`src/rtl/mem_read_arbiter_if.sv`:
```
// Bus bundle for mem_read_arbiter: requester handshake, shared response
// path and the memory read-port signals.
// The slave modport is the arbiter's view; the master modport is the
// environment (requesters plus memory) driving it.
interface mem_read_arbiter_if #(
    parameter int N_REQ      = 4,
    parameter int DATA_WIDTH = 32,
    parameter int ADDR_WIDTH = 4
);
    logic [N_REQ-1:0]            req_valid;
    logic [N_REQ*ADDR_WIDTH-1:0] req_addr;
    logic [N_REQ-1:0]            req_ready;
    logic [N_REQ-1:0]            rsp_valid;
    logic [DATA_WIDTH-1:0]       rsp_data;
    logic [ADDR_WIDTH-1:0]       mem_r_addr;
    logic                        mem_r_avalid;
    logic                        mem_r_dvalid;
    logic [DATA_WIDTH-1:0]       mem_r_data;

    modport slave (
        input  req_valid, req_addr, mem_r_dvalid, mem_r_data,
        output req_ready, rsp_valid, rsp_data, mem_r_addr, mem_r_avalid
    );

    modport master (
        output req_valid, req_addr, mem_r_dvalid, mem_r_data,
        input  req_ready, rsp_valid, rsp_data, mem_r_addr, mem_r_avalid
    );
endinterface

```
`src/rtl/mem_read_arbiter.sv`:
```
// mem_read_arbiter: round-robin sharing of one memory read port among
// N_REQ requesters. Every accepted request pushes its requester index into
// a tag FIFO; each returning word pops the head tag and is steered back to
// that requester as a one-hot rsp_valid.
// Optional macro MEM_RD_ARB_STATS_EN adds grant/stall statistics counters.
module mem_read_arbiter #(
    parameter int N_REQ      = 4,
    parameter int DATA_WIDTH = 32,
    parameter int ADDR_WIDTH = 4,
    parameter int DATA_LAT   = 2,
    parameter int MAX_OUTST  = 4
) (
    input  logic              clk,
    input  logic              rst,
    mem_read_arbiter_if.slave bus,
    output logic              err_orphan
`ifdef MEM_RD_ARB_STATS_EN
    ,
    output logic [31:0]       stat_grant_cnt,
    output logic [31:0]       stat_stall_cnt
`endif
);

    localparam int IDX_W = $clog2(N_REQ);
    localparam int PTR_W = $clog2(MAX_OUTST);
    localparam int CNT_W = PTR_W + 1;

    generate
        if (DATA_LAT < 1 || MAX_OUTST < 2 || N_REQ < 2 || N_REQ > 16) begin : g_bad_cfg
            $error("mem_read_arbiter: unsupported parameter combination");
        end
    endgenerate

    // Tag FIFO pointers advance modulo the FIFO depth.
    function automatic logic [PTR_W-1:0] ptr_inc(input logic [PTR_W-1:0] p);
        return (p == PTR_W'(MAX_OUTST - 1)) ? '0 : p + 1'b1;
    endfunction

    // Decodes a requester index into its one-hot response lane.
    function automatic logic [N_REQ-1:0] idx_onehot(input logic [IDX_W-1:0] idx);
        logic [N_REQ-1:0] oh;
        oh      = '0;
        oh[idx] = 1'b1;
        return oh;
    endfunction

    logic [IDX_W-1:0] rr_ptr;
    logic [CNT_W-1:0] fifo_cnt;
    logic [PTR_W-1:0] wr_ptr;
    logic [PTR_W-1:0] rd_ptr;
    logic [IDX_W-1:0] tag_mem [MAX_OUTST];

    logic             grant_vld_p0;
    logic [IDX_W-1:0] grant_idx_p0;
    logic             pop_p0;
    logic             orphan_p0;
    logic [IDX_W-1:0] head_tag_p0;

    // ---- stage p0: arbitration and FIFO bookkeeping (combinational) ----

    // Round-robin search from rr_ptr; scanning offsets downward lets the
    // smallest offset with a valid request overwrite the others.
    always_comb begin
        int cand;
        cand         = 0;
        grant_vld_p0 = 1'b0;
        grant_idx_p0 = '0;
        if (!rst && (fifo_cnt < CNT_W'(MAX_OUTST))) begin
            for (int k = N_REQ - 1; k >= 0; k--) begin
                cand = (int'(rr_ptr) + k) % N_REQ;
                if (bus.req_valid[cand]) begin
                    grant_vld_p0 = 1'b1;
                    grant_idx_p0 = IDX_W'(cand);
                end
            end
        end
    end

    // Ready is the winner's lane only; zero when nothing is granted.
    always_comb begin
        bus.req_ready = '0;
        if (grant_vld_p0) begin
            bus.req_ready = idx_onehot(grant_idx_p0);
        end
    end

    // Returns pop only when a tag is outstanding; otherwise they are orphans.
    always_comb begin
        pop_p0      = bus.mem_r_dvalid && (fifo_cnt != '0);
        orphan_p0   = bus.mem_r_dvalid && (fifo_cnt == '0);
        head_tag_p0 = tag_mem[rd_ptr];
    end

    // ---- stage p1: registered issue, FIFO state and responses ----

    // Arbitration pointer, FIFO pointers/count and the memory issue port.
    always_ff @(posedge clk or posedge rst) begin
        if (rst) begin
            rr_ptr           <= '0;
            fifo_cnt         <= '0;
            wr_ptr           <= '0;
            rd_ptr           <= '0;
            bus.mem_r_avalid <= 1'b0;
            bus.mem_r_addr   <= '0;
        end else begin
            bus.mem_r_avalid <= grant_vld_p0;
            if (grant_vld_p0) begin
                rr_ptr         <= (grant_idx_p0 == IDX_W'(N_REQ - 1)) ? '0 : grant_idx_p0 + 1'b1;
                bus.mem_r_addr <= bus.req_addr[grant_idx_p0*ADDR_WIDTH +: ADDR_WIDTH];
                wr_ptr         <= ptr_inc(wr_ptr);
            end
            if (pop_p0) begin
                rd_ptr <= ptr_inc(rd_ptr);
            end
            case ({grant_vld_p0, pop_p0})
                2'b10:   fifo_cnt <= fifo_cnt + 1'b1;
                2'b01:   fifo_cnt <= fifo_cnt - 1'b1;
                default: fifo_cnt <= fifo_cnt;
            endcase
        end
    end

    // Tag storage is pure data; stale entries are never read after reset.
    always_ff @(posedge clk) begin
        if (grant_vld_p0) begin
            tag_mem[wr_ptr] <= grant_idx_p0;
        end
    end

    // Steer each returning word to the requester at the FIFO head.
    always_ff @(posedge clk or posedge rst) begin
        if (rst) begin
            bus.rsp_valid <= '0;
            bus.rsp_data  <= '0;
        end else begin
            bus.rsp_valid <= pop_p0 ? idx_onehot(head_tag_p0) : '0;
            if (pop_p0) begin
                bus.rsp_data <= bus.mem_r_data;
            end
        end
    end

    // Sticky flag for data returning with no outstanding tag.
    always_ff @(posedge clk or posedge rst) begin
        if (rst) begin
            err_orphan <= 1'b0;
        end else if (orphan_p0) begin
            err_orphan <= 1'b1;
        end
    end

`ifdef MEM_RD_ARB_STATS_EN
    // Free-running grant and stall counters, wrapping at 2^32.
    always_ff @(posedge clk or posedge rst) begin
        if (rst) begin
            stat_grant_cnt <= '0;
            stat_stall_cnt <= '0;
        end else begin
            if (grant_vld_p0) begin
                stat_grant_cnt <= stat_grant_cnt + 32'd1;
            end
            if ((|bus.req_valid) && !grant_vld_p0) begin
                stat_stall_cnt <= stat_stall_cnt + 32'd1;
            end
        end
    end
`endif

endmodule

```
`src/flat_wrapper.sv`:
```
// flat-port wrapper written by rule: the top's interface ports become plain ports
module mem_read_arbiter_flat 
#(
    parameter int N_REQ      = 4,
    parameter int DATA_WIDTH = 32,
    parameter int ADDR_WIDTH = 4,
    parameter int DATA_LAT   = 2,
    parameter int MAX_OUTST  = 4
)
  (clk, rst, err_orphan, bus_req_valid, bus_req_addr, bus_mem_r_dvalid, bus_mem_r_data, bus_req_ready, bus_rsp_valid, bus_rsp_data, bus_mem_r_addr, bus_mem_r_avalid);
  mem_read_arbiter_if #(.N_REQ(N_REQ), .DATA_WIDTH(DATA_WIDTH), .ADDR_WIDTH(ADDR_WIDTH)) bus_i ();
  input  logic clk;
  input  logic rst;
  output logic err_orphan;
  input wire logic [$bits(bus_i.req_valid)-1:0] bus_req_valid;
  input wire logic [$bits(bus_i.req_addr)-1:0] bus_req_addr;
  input wire logic [$bits(bus_i.mem_r_dvalid)-1:0] bus_mem_r_dvalid;
  input wire logic [$bits(bus_i.mem_r_data)-1:0] bus_mem_r_data;
  output wire logic [$bits(bus_i.req_ready)-1:0] bus_req_ready;
  output wire logic [$bits(bus_i.rsp_valid)-1:0] bus_rsp_valid;
  output wire logic [$bits(bus_i.rsp_data)-1:0] bus_rsp_data;
  output wire logic [$bits(bus_i.mem_r_addr)-1:0] bus_mem_r_addr;
  output wire logic [$bits(bus_i.mem_r_avalid)-1:0] bus_mem_r_avalid;
  assign bus_i.req_valid = bus_req_valid;
  assign bus_i.req_addr = bus_req_addr;
  assign bus_i.mem_r_dvalid = bus_mem_r_dvalid;
  assign bus_i.mem_r_data = bus_mem_r_data;
  assign bus_req_ready = bus_i.req_ready;
  assign bus_rsp_valid = bus_i.rsp_valid;
  assign bus_rsp_data = bus_i.rsp_data;
  assign bus_mem_r_addr = bus_i.mem_r_addr;
  assign bus_mem_r_avalid = bus_i.mem_r_avalid;
  mem_read_arbiter #(.N_REQ(N_REQ), .DATA_WIDTH(DATA_WIDTH), .ADDR_WIDTH(ADDR_WIDTH), .DATA_LAT(DATA_LAT), .MAX_OUTST(MAX_OUTST)) u_core (.clk(clk), .rst(rst), .bus(bus_i), .err_orphan(err_orphan));
endmodule
```
`config.mk`:
```
export PLATFORM = sky130hd
export DESIGN_NAME = mem_read_arbiter_flat
export DESIGN_NICKNAME = d
export VERILOG_FILES = /design/src/rtl/mem_read_arbiter_if.sv /design/src/rtl/mem_read_arbiter.sv /design/src/flat_wrapper.sv
export SDC_FILE = /design/constraint.sdc
export NUM_CORES = 1
export LEC_CHECK = 0
export BUFFER_PORTS_ARGS = -buffer_cell sky130_fd_sc_hd__buf_2
export CAP_MARGIN = 40
export CORE_UTILIZATION = 52
export CTS_CLUSTER_DIAMETER = 30
export CTS_CLUSTER_SIZE = 8
export DETAILED_ROUTE_END_ITERATION = 12
export PLACE_DENSITY = 0.85
export SLEW_MARGIN = 15
export SYNTH_ARGS = -nofsm -noshare
export SYNTH_HDL_FRONTEND = slang
export SYNTH_SLANG_ARGS = --single-unit
export TNS_END_PERCENT = 1
```
`constraint.sdc`:
```
create_clock -name clk -period 3.3 [get_ports clk]
set_input_delay 0.165 -clock clk [delete_from_list [all_inputs] [get_ports clk]]
set_output_delay 0.165 -clock clk [all_outputs]
set_load 0.03 [all_outputs]
```
* After elaboration in Yosys (flattened, before gate mapping)
Memories as Yosys holds them, arrays and structs flattened. Index checks and enable logic that the tools add are counted.
Word-level totals: output and inout bits 46, bits in latches 0, memories kept 1, flip-flop bits (word level) 51, bits in read-only memories 0, RAM bits 8, logic and storage cells 81
Operators by class: multipliers 0, eq/ne operators 5, bitwise gates (word level) 3, divide/modulo/power cells 0, muxes and demuxes 33, reduce and logical (&&, ||, !) cells 12, order comparisons 9, add/subtract/negate cells 8, shift-type cells 1
Memories:
- u_core.tag_mem | words 4, width 2, read ports 1, clocked after memory_dff 0, write ports 1, RTL line mem_read_arbiter.sv:51 | logic [IDX_W-1:0] tag_mem [MAX_OUTST];
Operators by type and width (number):
- $mux W1 | 16
- $mux W2 | 8
- $shiftx A16 B5 Y4 | 1
- $lt A3 B4 Y1 const B | 3
- $lt A2 B3 Y1 const B | 3
- $add A2 B1 Y2 const B | 4
- $bmux W1 S2 | 4
- $eq A2 B2 Y1 const B | 4
- $mux W4 | 2
- $pmux W3 S2 | 1
- $reduce_or A2 Y1 | 3
- $logic_and A1 B1 Y1 | 5
- $add A2 B2 Y2 const B | 2
- $demux W1 S2 | 2
- $ge A2 B1 Y1 const B | 2
- $add A3 B1 Y3 const B | 1
- $and A1 B1 Y1 const A | 3
- $logic_not A3 Y1 | 1
- $lt A3 B3 Y1 const B | 1
- $reduce_bool A3 Y1 | 1
- $sub A3 B1 Y3 const B | 1
- $eq A2 B1 Y1 const B | 1
- $reduce_bool A2 Y1 | 1
- $logic_not A1 Y1 | 1

* Longest topological paths before layout
depth in word-level cells 16, depth in mapped cells 10, depth with buffers taken out 9

* Least setup slack after synthesis
No wires, ideal clock.
path type register to register, start register u_core.fifo_cnt[2], end register u_core.fifo_cnt[2], buffers on the path 1, slack 1139 ps, stages on the path, launching flop included 11, clock period less this slack 2161 ps, arrival time 2082 ps, data required time 3221 ps, library setup time 79 ps, path through dfrtp_1 -> nor3_1 -> nand2b_1 -> clkinv_1 -> clkbuf_1 -> ha_1 -> inv_1 -> fa_1 -> xor2_1 -> nor2_1 -> xor2_1
Between the ends: elaborated cells on any way between the ends 11, those cells by class add/sub: 2; order compare: 1; eq/ne: 2; mux: 2; reduce/logical: 4
RTL lines:
- start, declared | RTL line mem_read_arbiter.sv:48 | logic [CNT_W-1:0] fifo_cnt;
- start signal, assigned | RTL line mem_read_arbiter.sv:116 | 2'b10: fifo_cnt <= fifo_cnt + 1'b1;
- start signal, assigned | RTL line mem_read_arbiter.sv:117 | 2'b01: fifo_cnt <= fifo_cnt - 1'b1;
- start signal, assigned | RTL line mem_read_arbiter.sv:118 | default: fifo_cnt <= fifo_cnt;
- $reduce_bool A3 Y1 (*) | RTL line mem_read_arbiter.sv:89 | pop_p0 = bus.mem_r_dvalid && (fifo_cnt != '0);
- $logic_and A1 B1 Y1 (*) | RTL line mem_read_arbiter.sv:89
- net u_core.pop_p0 | RTL line mem_read_arbiter.sv:55 | logic pop_p0;
- $eq A2 B1 Y1 or $eq A2 B2 Y1 (tied branches) | RTL line mem_read_arbiter.sv:115 | case ({grant_vld_p0, pop_p0})
- $pmux W3 S2 or $reduce_bool A2 Y1 (tied branches)
The timed path passes the listed nets; every way through them passes the cells marked *. A chain may end at the register's enable or synchronous reset.

* Final worst setup path
start register u_core.rr_ptr[1], end output port bus_req_ready[0]
Between the ends: cells in the longest elaborated chain, start to end 14, elaborated cells on any way between the ends 30, those cells by class add/sub: 3; order compare: 2; mux: 24; reduce/logical: 1
RTL lines:
- start, declared | RTL line mem_read_arbiter.sv:47 | logic [IDX_W-1:0] rr_ptr;
- start signal, assigned | RTL line mem_read_arbiter.sv:108 | rr_ptr <= (grant_idx_p0 == IDX_W'(N_REQ - 1)) ? '0 : grant_idx_p0 + 1'b1;
- $add A2 B2 Y2 | RTL line mem_read_arbiter.sv:70 | cand = (int'(rr_ptr) + k) % N_REQ;
- $bmux W1 S2 | RTL line mem_read_arbiter.sv:71 | if (bus.req_valid[cand]) begin
- $mux W1 (implied by the code) (2 in series) | RTL line mem_read_arbiter.sv:71
- $mux W2 (3 in series) | RTL line mem_read_arbiter.sv:71
- $mux W2 (*) | RTL line mem_read_arbiter.sv:71
- $mux W2 (*) | RTL line mem_read_arbiter.sv:68 | if (!rst && (fifo_cnt < CNT_W'(MAX_OUTST))) begin
- net u_core.grant_idx_p0[0] | RTL line mem_read_arbiter.sv:54 | logic [IDX_W-1:0] grant_idx_p0;
- $lt A2 B3 Y1 (implied by the code) or $ge A2 B1 Y1 (tied branches) | RTL line mem_read_arbiter.sv:43 | oh[idx] = 1'b1;
- $logic_and A1 B1 Y1 (implied by the code) | RTL line mem_read_arbiter.sv:43
- $mux W1 (implied by the code) | RTL line mem_read_arbiter.sv:43
- $demux W1 S2 (*)
- $mux W4 (*) | RTL line mem_read_arbiter.sv:82 | if (grant_vld_p0) begin
- end, declared | RTL line flat_wrapper.sv:19 | output wire logic [$bits(bus_i.req_ready)-1:0] bus_req_ready;
The timed path passes the listed nets; every way through them passes the cells marked *. The select of a mux whose other input is x is not followed.

==> run metrics <==
Cell Area, Placed=3170 um^2; Post-Route WL=5140 um; average via count per standard cell=4.82; Die Wd=72.4 um; #FFs+latches synth=59; VDD IR max=0.000487 V; Post-DRT Antenna Nets=0; I/O pin count=101; met2 global-route usage=0.350; Starting Density=0.542; initial antenna violation count=0; routed via count=2065; Post-Synthesis Cells=250; synthesized net count=314; register area share after synthesis=0.588; Pleak=1.82 nW; GR peak layer=met2; number of diodes=0; CP Launch Type=register; Sink Count=59; core area=4750 um^2; largest cells by area after synthesis=dfrtp_1, nand2_1, edfxtp_1, ha_1, mux2i_1; CTS clk-pin slew, worst paths=70 ps; DRC violations left=0; Synth async-reset ratio=0.864; # H-tree levels=3; overall power=2.94 mW; Area growth, synth to finish=30.3%; FF/Latch Area=1520 um^2; top cell type's share of synthesized area=0.495; fillers=391; full die area=5240 um^2; Die Ht=72.4 um; total congestion overflow=0; crit path DAT=2400 ps; HP Class=in2reg; Final setup viols=0; vias in the first global route=1914; Root Driver=clkbuf_8; max_cap viols=0; largest net degree at the start of global routing=39; met1 Resource Use GR=0.259; Final min period=2570 ps; Max Freq=390 MHz; Final nets=420; Final Hold Violating Endpoints=0; buffers inserted during post-CTS setup optimization=0; worst skew pair latency=320 ps; Synth Warn #=0; FP Rows=25; status=finished, final reports clean; Pre-Repair DR Iteration Count=5; Critical Path RT=3130 ps; share of layout cells above drive strength 1=0.357; GPL Wtd Cong=0.722; Crit Path Category=reg2out; Clock Skew=8.89 ps; final setup TNS=0 ps; endpoint class of the critical path=output pin; I/O Buffers=100; synthesized cell area=2580 um^2; maximum clock insertion buffer count=2; crit path max fanout=12; DRT iter0 DRCs=74; Post-synth EDFFs=8; GRT Overall Usage=0.207; final core area utilization=0.707; multi-input logic area=991 um^2; count of cell types in the netlist=34; synthesized area per cell=10.3 um^2; Synth Flop Type=dfrtp_1; Slew HR=0.590; cell taking the most area after synthesis=dfrtp_1; post-DR wirelength/cell=12.0 um; worst-margin pin slew=614 ps; max-slew violations=0; period utilization=0.778; RSZ-0062 raised after global routing=false; first-pass GRT wire length=8350 um; Inserted Clock Buffers=9; TritonCTS clock tree=yes; dpl hpwl=3770 um; fin area=3360 um^2; PwrDens=876 nW/um^2; GR Layer Usage met3=0.0486
cell usage in the layout, fill, tap and decap left out, types with 2 or more instances in the layout:
cell	n
nand2_1	104
buf_2	100
dfrtp_1	51
clkbuf_8	11
inv_1	8
nor2_1	8
ha_1	8
edfxtp_1	8
mux2i_1	6
and2_1	6
a21oi_1	4
clkinv_2	4
mux2_2	3
o22ai_1	3
nor3_1	3
or3_1	2
nand2b_1	2
o21ai_0	2
a21o_1	2
xor2_1	2
mux4_2	2
nor3b_1	2
buf_4	2
report_power, final:
group,internal [mW],switching [mW],total [mW]
clock,0.308,0.262,0.571
sequential,0.990,0.157,1.15
combinational,0.416,0.810,1.23
total,1.71,1.23,2.94
layer usage:
metal | vias up | wire, um
met1 | 950 | 2300
met2 | 90 | 2440
met3 | 2 | 369
met5 | - | 0
li1 | 1023 | -
met4 | 0 | 27
sequential cells by signal (all words and copies together), names as in the netlist, 2 cells and up:
name / count
u_core.bus.rsp_valid: 4
u_core.rr_ptr: 2
u_core.bus.mem_r_addr: 4
u_core.bus.rsp_data: 32
u_core.fifo_cnt: 3
u_core.rd_ptr: 2
u_core.wr_ptr: 2
u_core.tag_mem: 8
path summary, 6_finish.rpt:
path / start / end / slack, ps / cells past startpoint
min in group asynchronous: rst / u_core.bus.mem_r_addr[3]$_DFFE_PP0P_ / 520 / 3
worst min-delay path: bus_mem_r_data[2] / u_core.bus.rsp_data[2]$_DFFE_PP0P_ / 40 / 3
worst min register to register: u_core.err_orphan$_DFFE_PP0P_ / u_core.err_orphan$_DFFE_PP0P_ / 460 / 1
worst max-delay path: u_core.rr_ptr[1]$_DFFE_PP0P_ / bus_req_ready[0] / 730 / 7
worst max register to register: u_core.rr_ptr[1]$_DFFE_PP0P_ / u_core.bus.mem_r_addr[1]$_DFFE_PP0P_ / 1070 / 5
max in group asynchronous: rst / u_core.bus.rsp_data[12]$_DFFE_PP0P_ / 2240 / 4
per-stage QoR:
| step | hold WS [ps] | cells | worst slack (ps) |
|---|---|---|---|
| final | 37.3 | 428 | 734 |
| after global routing | 21.8 | 428 | 542 |
| after CTS | 20.8 | 428 | 702 |
| after detailed placement | 326 | 411 | 1050 |
| after global placement | 355 | 410 | 1190 |
| after floorplan | 270 | 250 | 1140 |
logic make-up after synthesis:
family	after synthesis	share of synthesized area
and+or+nand+nor	132	0.216
xor gates and xnor gates	3	0.0102
buffers and inverters	19	0.0277
adders and majority gates	9	0.0466
muxes	12	0.0597
AOI/OAI and AO/OA	16	0.0514
DFF	59	0.588
layout make-up:
type | instances | area share
Clock buffer | 11 | 0.0451
Clock inverter | 5 | 0.00782
Inverter | 10 | 0.0112
Multi-Input combinational cell | 172 | 0.295
Sequential cell | 59 | 0.451
Tap cell | 67 | 0.0250
Timing Repair Buffer | 104 | 0.165
cells in the mapped netlist (3+ instances only):
cell type    n
inv_1        9
nand2_1    104
ha_1         8
mux2_2       3
o22ai_1      3
a21oi_1      4
mux2i_1      6
and2_1       6
nor3_1       3
dfrtp_1     51
nor2_1       8
clkbuf_1     9
edfxtp_1     8
what timing repair did:
action | in CTS | in global routing
gates resized for setup | 0 | 0
hold buffers | 1 | 0
endpoints found under the hold margin | 26 | 0
critical path: stages, from the launching register on:
cell,delay [ps]
dfrtp_1,460
mux2i_1,340
o221ai_4,190
nor3_4,440
inv_1,130
ha_1,220
and2_1,130
buf_2,170
Note: power is estimated with default switching activity, not from simulation.
